--- config.mk ---
export PLATFORM = sky130hd
export DESIGN_NAME = timer_countdown
export DESIGN_NICKNAME = d
export VERILOG_FILES = /design/src/rtl/timer_countdown.sv
export SDC_FILE = /design/constraint.sdc
export NUM_CORES = 1
export LEC_CHECK = 0
export BUFFER_PORTS_ARGS = -buffer_cell sky130_fd_sc_hd__buf_2
export CORE_ASPECT_RATIO = 1.5
export CORE_UTILIZATION = 52
export DETAILED_ROUTE_END_ITERATION = 8
export PLACE_DENSITY = 0.84
export RECOVER_POWER = 100
export SLEW_MARGIN = 25
export SYNTH_ARGS = -nofsm -noshare
export SYNTH_HDL_FRONTEND = slang
export SYNTH_SLANG_ARGS = --single-unit
--- constraint.sdc ---
create_clock -name clk -period 1.7 [get_ports clk]
set_input_delay 0.425 -clock clk [delete_from_list [all_inputs] [get_ports clk]]
set_output_delay 0.425 -clock clk [all_outputs]
set_load 0.02 [all_outputs]
--- src/rtl/timer_countdown.sv ---
// timer_countdown
//   Three-digit BCD cook timer (M:ST:SU). In entry mode, digits shift in from
//   the keypad encoder on each falling edge of loadn. In run mode the timer
//   counts down once per rising edge of pgt_1hz, stops at 0:00 and pulses done.
//
// Ports
//   clk      in   system clock, all state on rising edge
//   clearn   in   asynchronous active-low reset
//   data_in  in   [3:0] BCD digit from encoder
//   loadn    in   active-low load strobe (may be held low)
//   pgt_1hz  in   1 Hz tick level, sampled on clk
//   startn   in   active-low run request (high = entry / pause)
//   mins     out  [3:0] minutes digit
//   sec_tens out  [3:0] tens-of-seconds digit
//   sec_ones out  [3:0] units-of-seconds digit
//   zero     out  all digits are 0 (combinational)
//   running  out  high while counting
//   done     out  one-clock pulse when counting reaches 0:00
module timer_countdown #(
  parameter logic [3:0] SEC_TENS_RELOAD = 4'd5,
  parameter logic [3:0] SEC_ONES_RELOAD = 4'd9
) (
  input  logic       clk,
  input  logic       clearn,
  input  logic [3:0] data_in,
  input  logic       loadn,
  input  logic       pgt_1hz,
  input  logic       startn,
  output logic [3:0] mins,
  output logic [3:0] sec_tens,
  output logic [3:0] sec_ones,
  output logic       zero,
  output logic       running,
  output logic       done
);

  typedef enum logic [1:0] {ENTRY, RUN, DONE} state_t;

  state_t state;
  logic   loadn_q;
  logic   pgt_q;
  logic   load_ev;
  logic   tick_ev;
  logic   last_tick;

  always_comb begin
    load_ev   = loadn_q & ~loadn;
    tick_ev   = ~pgt_q & pgt_1hz;
    zero      = (mins == 4'd0) && (sec_tens == 4'd0) && (sec_ones == 4'd0);
    // The decrement in flight lands on 0:00.
    last_tick = (mins == 4'd0) && (sec_tens == 4'd0) && (sec_ones == 4'd1);
  end

  always_ff @(posedge clk or negedge clearn) begin
    if (!clearn) begin
      state    <= ENTRY;
      mins     <= '0;
      sec_tens <= '0;
      sec_ones <= '0;
      running  <= 1'b0;
      done     <= 1'b0;
      loadn_q  <= 1'b1;
      pgt_q    <= 1'b0;
    end else begin
      loadn_q <= loadn;
      pgt_q   <= pgt_1hz;
      done    <= 1'b0;
      case (state)
        ENTRY: begin
          if (load_ev && (data_in <= 4'd9)) begin
            mins     <= sec_tens;
            sec_tens <= sec_ones;
            sec_ones <= data_in;
          end
          if (!startn && !zero) begin
            state   <= RUN;
            running <= 1'b1;
          end
        end
        RUN: begin
          // Pause wins over a coincident tick: digits are held untouched.
          if (startn) begin
            state   <= ENTRY;
            running <= 1'b0;
          end else if (tick_ev) begin
            if (sec_ones != 4'd0) begin
              sec_ones <= sec_ones - 4'd1;
            end else begin
              sec_ones <= SEC_ONES_RELOAD;
              if (sec_tens != 4'd0) begin
                sec_tens <= sec_tens - 4'd1;
              end else begin
                sec_tens <= SEC_TENS_RELOAD;
                mins     <= mins - 4'd1;
              end
            end
            if (last_tick) begin
              state   <= DONE;
              running <= 1'b0;
              done    <= 1'b1;
            end
          end
        end
        DONE: begin
          if (startn) state <= ENTRY;
        end
        default: begin
          state   <= ENTRY;
          running <= 1'b0;
        end
      endcase
    end
  end

endmodule

==> flow_summary.json, run 1 <==
{
  "cts-htree-levels": 1,
  "drt_iter0_markers": 43,
  "synth_top_area_frac": 0.394,
  "peakVddDrop_mv": 1.08,
  "fp.dieArea_um2": 2260,
  "startpoint": "mins[1]",
  "clk_latency_ns": 0.30,
  "rsz0062_at_grt": "yes",
  "fmaxAchievable_ghz": 0.539,
  "synthCells": 110,
  "r2r-start": "sec_ones[1]",
  "post-route-util": 0.749,
  "fin_crit_ns": 1.85,
  "p_int_uw": 1080,
  "antenna_found_initial": 0,
  "clockPowerShare": 0.141,
  "cts_root_buf": "clkbuf_4",
  "slew_viol_final": 0,
  "ys_ff_latch": 18,
  "gp_congestion": 0.808,
  "die_w_um": 39.2,
  "fin_nets": 166,
  "fin_crit_sh": 1.09,
  "overflow": 0,
  "io_pins": 24,
  "track_usage": 0.286,
  "fillers": 153,
  "num_rows": 19,
  "synth_ff_type": "dfrtp_1",
  "cts_buffers": 3,
  "finalWirelength_mm": 2.95,
  "detail_route.wl_per_cell_um": 16.9,
  "setup_slack_ns": -0.154,
  "tritoncts": "built",
  "min_path_type": "in2reg",
  "r2r_setup_slack_ns": -0.04,
  "pwr-share-seq": 0.353,
  "clkTransAtPathRegs_ns": 0.10,
  "rr_worst_depth": 5,
  "antenna_left": 0,
  "firstDrtPassIters": 4,
  "n_antenna_cell": 0,
  "p_sw_uw": 821,
  "seq_area_frac_synth": 0.419,
  "cap_viol_max_count": 0,
  "drive_gt1_frac": 0.370,
  "hpwl_mm": 1.97,
  "crit_fanout": 2,
  "worstHoldPathCells": 1,
  "synth_area_um2": 1080,
  "skew_ns": 0.00297,
  "core-area_um2": 1900,
  "p_leak_uw": 0.000647,
  "async_flop_share": 1.00,
  "rr_endpoint": "running",
  "grt_start_max_net_pins": 19,
  "holdPathEnd": "loadn_q",
  "synth.area.top_cells": "dfrtp_1 39%, nor2_1 4.9%, a21oi_1 4.2%",
  "startpoint_type": "flip-flop",
  "min_from": "loadn",
  "drc": 0,
  "grt_pass1_wl_mm": 4.64,
  "failed_checks": "negative setup slack",
  "outcome": "complete, but fails checks",
  "vias": 1125,
  "worst_pin_slew_ns": 0.973,
  "die_h_um": 57.8,
  "synth_largest_area_cell": "dfrtp_1",
  "syn_nets": 121,
  "synth_area_per_cell_um2": 9.80,
  "max-slew-margin-rel": 0.351,
  "setup-tns-final_ns": -0.219,
  "hold_ws_ns": 0.224,
  "cts_sinks": 18,
  "clock_path_buffers": 2,
  "synth_edf_count": 0,
  "grt_pass1_vias": 1065,
  "final_hold_viol_count": 0,
  "via_per_inst": 6.43,
  "setup_viol_count_final": 4,
  "ys_warn_count": 0,
  "pre_cts_ws_ns": -0.0289,
  "combPwrFrac": 0.506,
  "area_growth_pct": 32.0,
  "swShare": 0.433,
  "crit_required_ns": 1.27,
  "cp_data_arrival_time_ns": 1.43,
  "port_buffers": 23,
  "initial_core_util": 0.567,
  "ys_types": 48,
  "endpoint_kind": "output port",
  "critPathKind": "reg2out",
  "power_density_nw_per_um2": 1330
}
[layer usage]
layer	global-route usage	wire length, um	vias to the layer above
met5	0	0	-
met4	0.123	106	0
met3	0.0268	150	13
met2	0.498	1550	54
met1	0.344	1150	555
li1	-	-	503
[worst max-delay path, cell delays in order (launching register included)]
cell and delay, ns:
dfrtp_2 0.42, inv_2 0.08, ha_4 0.13, nor3b_4 0.18, and3_4 0.21, buf_6 0.11
[power groups by stage]
stage	Sequential [uW]	Clock, uW	Combinational (uW)
2_1_floorplan	830	0	330
3_3_place_gp	629	0	877
3_5_place_dp	641	0	906
4_1_cts	667	267	993
5_1_grt	684	283	1040
6_report	669	268	959
[final cells by class]
class / count / area [um2] / share of cell area
clock buffer: 4 / 36.3 / 0.0255
inverter: 4 / 15.0 / 0.0105
multi-input combinational: 83 / 637 / 0.447
sequential: 18 / 455 / 0.320
tap: 21 / 26.3 / 0.0185
timing repair buffer: 45 / 254 / 0.178
[flip-flops by register name (all words and copies together), names as in the netlist]
| signal | cells |
|---|---|
| mins | 4 |
| sec_ones | 4 |
| sec_tens | 4 |
| state | 2 |
| done | 1 |
| loadn_q | 1 |
| pgt_q | 1 |
| running | 1 |
[worst max path at each step]
stage / to / slack (ns) / cells past startpoint
floorplan: zero / 0.06 / 3
finish: zero / -0.15 / 5
CTS: zero / -0.16 / 3
global route: zero / -0.20 / 5
global placement: zero / 0.03 / 3
detailed placement: zero / -0.03 / 3
[placed cells by master (no fill, tap or decap), drive strengths merged, types with 2 or more instances in the layout]
master  synthesis  routed
a21oi           9       9
nand2           3       3
clkbuf          1      20
and3            3       3
nor2           15      15
nor3b           2       2
dfrtp          17      17
a22oi           3       3
o22ai           2       2
nor4b           2       2
buf             4      29
o21ai           5       5
nor3            4       4
and2b           4       4
o2bb2a          2       2
inv             4       4
nand3           4       4
nor4            3       3
nand4           2       2
ha              2       2
mux2i           2       2
[Yosys cell counts (all sizes together) (2+ instances only)]
master,instances
and3,3
inv,4
nor3b,2
and2b,4
a21oi,9
o22ai,2
nor4,3
nor3,4
o2bb2a,2
nor4b,2
nand2,3
ha,2
nand4,2
buf,4
nand3,4
nor2,15
mux2i,2
o21ai,5
a22oi,3
dfrtp,17
[logic make-up (layout without fill, tap and decap cells)]
| logic type | after synthesis | after routing | share of synthesized area |
|---|---|---|---|
| mux | 2 | 2 | 0.0186 |
| simple gates | 46 | 46 | 0.265 |
| flops | 18 | 18 | 0.419 |
| compound gates | 33 | 33 | 0.222 |
| buf+inv | 9 | 53 | 0.0534 |
| fa+ha+maj | 2 | 2 | 0.0232 |
[timing repair]
| item | CTS | global route |
|---|---|---|
| pin swaps | 1 | 5 |
| setup buffers | 4 | 3 |
| resized for setup | 10 | 8 |
| hold buffers | 0 | 0 |
| setup endpoints to repair | 3 | 12 |
[metrics by stage]
stage | total power (uW) | instances | cell area [um2]
global placement | 1510 | 164 | 1300
detailed placement | 1550 | 164 | 1300
finish | 1900 | 175 | 1420
floorplan | 1160 | 110 | 1090
global route | 2010 | 175 | 1420
CTS | 1930 | 172 | 1410
Note: power is estimated with default switching activity, not from simulation.
==> run 2, diff against run 1 <==
- REMOVE_ABC_BUFFERS: unset -> 1
==> run 2 against run 1 <==
  * The run still ends with negative setup slack left
  * Die area stayed put
  * Critical path depth stayed put
  * Design area is 2.5% lower
  * Worst setup slack worse by 0.0081 ns
  * Hold slack worse by 0.0015 ns
  * Sequential power is 1% lower
  * Clock power is 15% lower
  * Total power is 4.4% lower
  * Largest power group unchanged
==> flow_summary.json, run 2 (same netlist as run 1, synthesis figures left out) <==
{
  "detail_route.wl_per_cell_um": 15.8,
  "crit_required_ns": 1.27,
  "post-route-util": 0.730,
  "final_hold_viol_count": 0,
  "hold_ws_ns": 0.222,
  "slew_viol_final": 0,
  "power_density_nw_per_um2": 1310,
  "skew_ns": 0.00590,
  "critPathMaxStageDelay_ns": 0.40,
  "holdBufCountCts": 0,
  "port_buffers": 23,
  "finalWirelength_mm": 2.74,
  "pre_cts_ws_ns": -0.0487,
  "fillers": 158,
  "min_path_type": "in2reg",
  "cts_sinks": 18,
  "drive_gt1_frac": 0.316,
  "outcome": "complete, but fails checks",
  "setup_slack_ns": -0.162,
  "clk_latency_ns": 0.30,
  "die_h_um": 57.8,
  "fin_crit_sh": 1.10,
  "rsz0062_at_grt": "yes",
  "cts_buffers": 3,
  "reg_top3": "mins: 4 flops, sec_ones: 4 flops, sec_tens: 4 flops",
  "antenna_left": 0,
  "grt_pass1_wl_mm": 4.42,
  "drt_iter0_markers": 27,
  "place_inst": 166,
  "min_from": "loadn",
  "cts-htree-levels": 1,
  "setup_viol_count_final": 2,
  "failed_checks": "negative setup slack",
  "peakVddDrop_mv": 1.19,
  "fin_crit_ns": 1.86,
  "final_common_cell": "clkbuf_1",
  "startpoint": "mins[1]",
  "cp_data_arrival_time_ns": 1.44,
  "path_cells": "inv_2 > ha_4 > nor3b_4 > and3_4 > buf_6",
  "core-area_um2": 1900,
  "critPathKind": "reg2out",
  "antenna_found_initial": 0,
  "p_leak_uw": 0.000630,
  "io_pins": 24,
  "area_growth_pct": 28.8,
  "grt_pass1_vias": 1049,
  "final_cell_mix": "17 x clkbuf_1, 16 x dfrtp_1, 16 x buf_4, 14 x nor2_1, 9 x a21oi_1",
  "worst_pin_slew_ns": 0.976,
  "fmaxAchievable_ghz": 0.537,
  "via_per_inst": 6.19,
  "worstHoldPathCells": 1,
  "clock_path_buffers": 2,
  "multi_input_area_um2": 624,
  "track_usage": 0.275,
  "overflow": 0,
  "fp.dieArea_um2": 2260,
  "r2r-start": "state[1]",
  "startpoint_type": "flip-flop",
  "path_buf_inv": 2,
  "vias": 1071,
  "num_rows": 19,
  "gp_congestion": 0.800,
  "rr_endpoint": "sec_tens[3]",
  "rr_worst_depth": 4,
  "firstDrtPassIters": 4,
  "cts_root_buf": "clkbuf_4",
  "drc": 0,
  "cp_top_family": "simple AND/OR/NAND/NOR gates",
  "crit_fanout": 2,
  "n_antenna_cell": 0,
  "initial_core_util": 0.567,
  "tritoncts": "built",
  "critPathSlowestCell": "dfrtp_1",
  "final_cells": 173,
  "max-slew-margin-rel": 0.349,
  "holdPathEnd": "loadn_q",
  "hpwl_mm": 1.97,
  "grt_start_max_net_pins": 19,
  "fin_nets": 164,
  "die_w_um": 39.2,
  "regArea_um2": 453,
  "cap_viol_max_count": 0,
  "clkTransAtPathRegs_ns": 0.10,
  "r2r_setup_slack_ns": -0.02,
  "endpoint_kind": "output port"
}
-- run 2: cell count changes in the layout (fill, tap and decap cells not counted), moves of 2 or more --
cell / previous run / this run
dfrtp_2: 3 / 1
clkbuf_1: 14 / 17
buf_2: 13 / 7
dfrtp_1: 14 / 16
-- run 2: worst max path at each step --
stage / end / slack, ns / depth (start not counted)
final: zero / -0.16 / 5
after detailed placement: zero / -0.05 / 5
after floorplan: state[0] / -0.1 / 6
after global placement: zero / 0.04 / 5
after CTS: zero / -0.14 / 5
after global routing: zero / -0.20 / 5
-- run 2: worst reg2reg max path, cell delays in order (launching register included) --
cell and delay (ns):
dfrtp_1 0.50, nor4b_2 0.44, and2_1 0.29, nor2_2 0.08, a221o_1 0.30
-- run 2: power by group --
part           leakage [uW]  switching (uW)  internal, uW
Combinational      0.000406             538           388
Sequential         0.000209             115           545
Clock             0.0000150             136          91.5
Total              0.000630             789          1020
-- run 2: cell type report --
cell class,count,area share
flip-flops and latches,18,0.326
well taps,21,0.0189
clock buffers,4,0.0189
multi-input cells,83,0.450
repair buffers,43,0.176
inverters,4,0.0108
-- run 2: per-stage QoR --
step,total power [uW],area (um2),setup TNS (ns)
CTS,1820,1380,-0.137
floorplan,1120,1040,-0.0957
global route,1930,1390,-0.391
global placement,1530,1310,0
detailed placement,1560,1310,-0.0487
finish,1810,1390,-0.178
-- run 2: timing repair --
action                                  CTS  global route
pin swaps                                 0             3
endpoints found under the setup margin    1             4
resized for setup                         8             8
buffers inserted                          2             1
-- run 2: metal layers --
layer	vias to the layer above	track usage	wire length (um)
met5	-	0	0
met4	0	0.113	69
li1	499	-	-
met3	6	0.0383	127
met2	46	0.505	1520
met1	520	0.294	1020
==> run 3, diff against run 2 <==
- BUFFER_PORTS_ARGS: -buffer_cell sky130_fd_sc_hd__buf_2 -> unset
- CORE_UTILIZATION: 52 -> 55
- DONT_BUFFER_PORTS: unset -> 1
- PLACE_DENSITY: 0.84 -> 0.77
==> run 3 against run 2 <==
  * The run still ends with negative setup slack left
  * Design area is 4.7% lower
  * First-iteration DRC count decreased by 74%
  * Combinational power shrank 2.4%
  * Routed wire length grew 3.4%
  * Via count fell by 6.7%
  * Count of clock-buffer cells in the layout is the same
  * Hold slack got worse by 0.10 ns
  * Clock skew up 0.0032 ns
  * Die area decreased by 5.2%
  * Total power fell by 1.5%
  * Sequential power about the same
  * Cell count decreased by 12%
  * Critical endpoint unchanged
==> flow_summary.json, run 3 (same netlist as run 1, synthesis figures left out) <==
{
  "max-slew-margin-rel": 0.462,
  "p_leak_uw": 0.000579,
  "cp_data_arrival_time_ns": 1.44,
  "worst_pin_slew_ns": 0.804,
  "crit_required_ns": 1.27,
  "antenna_found_initial": 0,
  "num_rows": 19,
  "fin_crit_ns": 1.87,
  "fp.dieArea_um2": 2150,
  "via_per_inst": 6.53,
  "rr_worst_depth": 4,
  "skew_ns": 0.00906,
  "drc": 0,
  "peakVddDrop_mv": 1.22,
  "multi_input_area_um2": 652,
  "hpwl_mm": 1.87,
  "grt_pass1_wl_mm": 4.37,
  "rsz0062_at_grt": "yes",
  "core-area_um2": 1830,
  "final_hold_viol_count": 0,
  "clkTransAtPathRegs_ns": 0.10,
  "gp_congestion": 0.817,
  "min_from": "loadn",
  "r2r-start": "state[1]",
  "io_pins": 24,
  "failed_checks": "negative setup slack",
  "finalWirelength_mm": 2.83,
  "fillers": 153,
  "final_cell_mix": "17 x dfrtp_1, 14 x nor2_1, 10 x buf_4, 8 x a21oi_1, 7 x clkbuf_1",
  "grt_pass1_vias": 1013,
  "clk_latency_ns": 0.30,
  "setup_viol_count_final": 1,
  "cts_root_buf": "clkbuf_4",
  "cts_sinks": 18,
  "min_path_type": "in2reg",
  "antenna_left": 0,
  "drive_gt1_frac": 0.295,
  "track_usage": 0.287,
  "final_common_cell": "dfrtp_1",
  "outcome": "complete, but fails checks",
  "startpoint": "mins[1]",
  "die_h_um": 56.2,
  "worstHoldPathCells": 0,
  "fin_crit_sh": 1.10,
  "reg_top3": "mins: 4 flops, sec_ones: 4 flops, sec_tens: 4 flops",
  "cts-htree-levels": 1,
  "initial_core_util": 0.589,
  "grt_start_max_net_pins": 19,
  "endpoint_kind": "output port",
  "fmaxAchievable_ghz": 0.536,
  "startpoint_type": "flip-flop",
  "regArea_um2": 452,
  "vias": 999,
  "clock_path_buffers": 2,
  "area_growth_pct": 22.7,
  "setup_slack_ns": -0.167,
  "crit_fanout": 2,
  "place_inst": 145,
  "fin_nets": 144,
  "power_density_nw_per_um2": 1350,
  "cts_buffers": 3,
  "firstDrtPassIters": 4,
  "critPathKind": "reg2out",
  "die_w_um": 38.2,
  "port_buffers": 0,
  "cap_viol_max_count": 0,
  "tritoncts": "built",
  "overflow": 0,
  "final_cells": 153,
  "slew_viol_final": 0,
  "drt_iter0_markers": 7,
  "n_antenna_cell": 0,
  "post-route-util": 0.723,
  "detail_route.wl_per_cell_um": 18.5
}
## run 3: cell types whose count changed in the layout (fill, tap and decap cells not counted), sizes merged
cell / previous run / this run
buf: 24 / 11
dlygate4sd3: 0 / 1
clkbuf: 23 / 15
## run 3: layout make-up
type / instances / share of cell area
sequential: 18 / 0.341
timing repair buffer: 23 / 0.115
multi-input combinational: 83 / 0.492
inverter: 4 / 0.0113
clock buffer: 4 / 0.0198
tap: 21 / 0.0198
## run 3: timing repair
item,CTS,global route
endpoints found under the setup margin,1,8
hold buffers,1,0
pin swaps,1,5
endpoints found under the hold margin,18,0
resized for setup,6,11
buffers inserted,1,3
## run 3: layer usage
metal	vias up	track usage	part of all wire
met5	-	0	0
met4	0	0.148	0.016
met3	4	0.0480	0.030
met2	30	0.472	0.57
met1	496	0.340	0.38
li1	469	-	-
## run 3: worst max-delay path: stages (launching register included)
cell and delay [ns]:
dfrtp_1 0.40, inv_2 0.08, ha_4 0.13, nor3b_4 0.19, and3_4 0.23, buf_12 0.11
## run 3: final timing paths
kind	endpoint	slack, ns
max in group asynchronous	state[1]	0.55
worst max register to register	sec_tens[3]	0
worst min-delay path	loadn_q	0.12
worst min register to register	running	0.54
min in group asynchronous	mins[2]	0.65
worst max-delay path	zero	-0.17
## run 3: power breakdown
part / internal [uW] / switching [uW] / total, uW
combinational: 346 / 558 / 904
sequential: 545 / 115 / 660
clock: 91.5 / 130 / 222
total: 982 / 803 / 1790
## run 3: metrics by stage
stage | TNS [ns] | total power, uW | worst slack [ns] | hold WS (ns) | cell area [um2]
4_1_cts | -0.200 | 1730 | -0.200 | 0.113 | 1290
3_3_place_gp | 0 | 1390 | 0.0742 | 0.130 | 1220
2_1_floorplan | -0.0957 | 1120 | -0.0957 | 0.129 | 1040
6_report | -0.167 | 1790 | -0.167 | 0.118 | 1320
3_5_place_dp | -0.0142 | 1440 | -0.0142 | 0.130 | 1220
5_1_grt | -0.479 | 1890 | -0.226 | 0.0988 | 1320
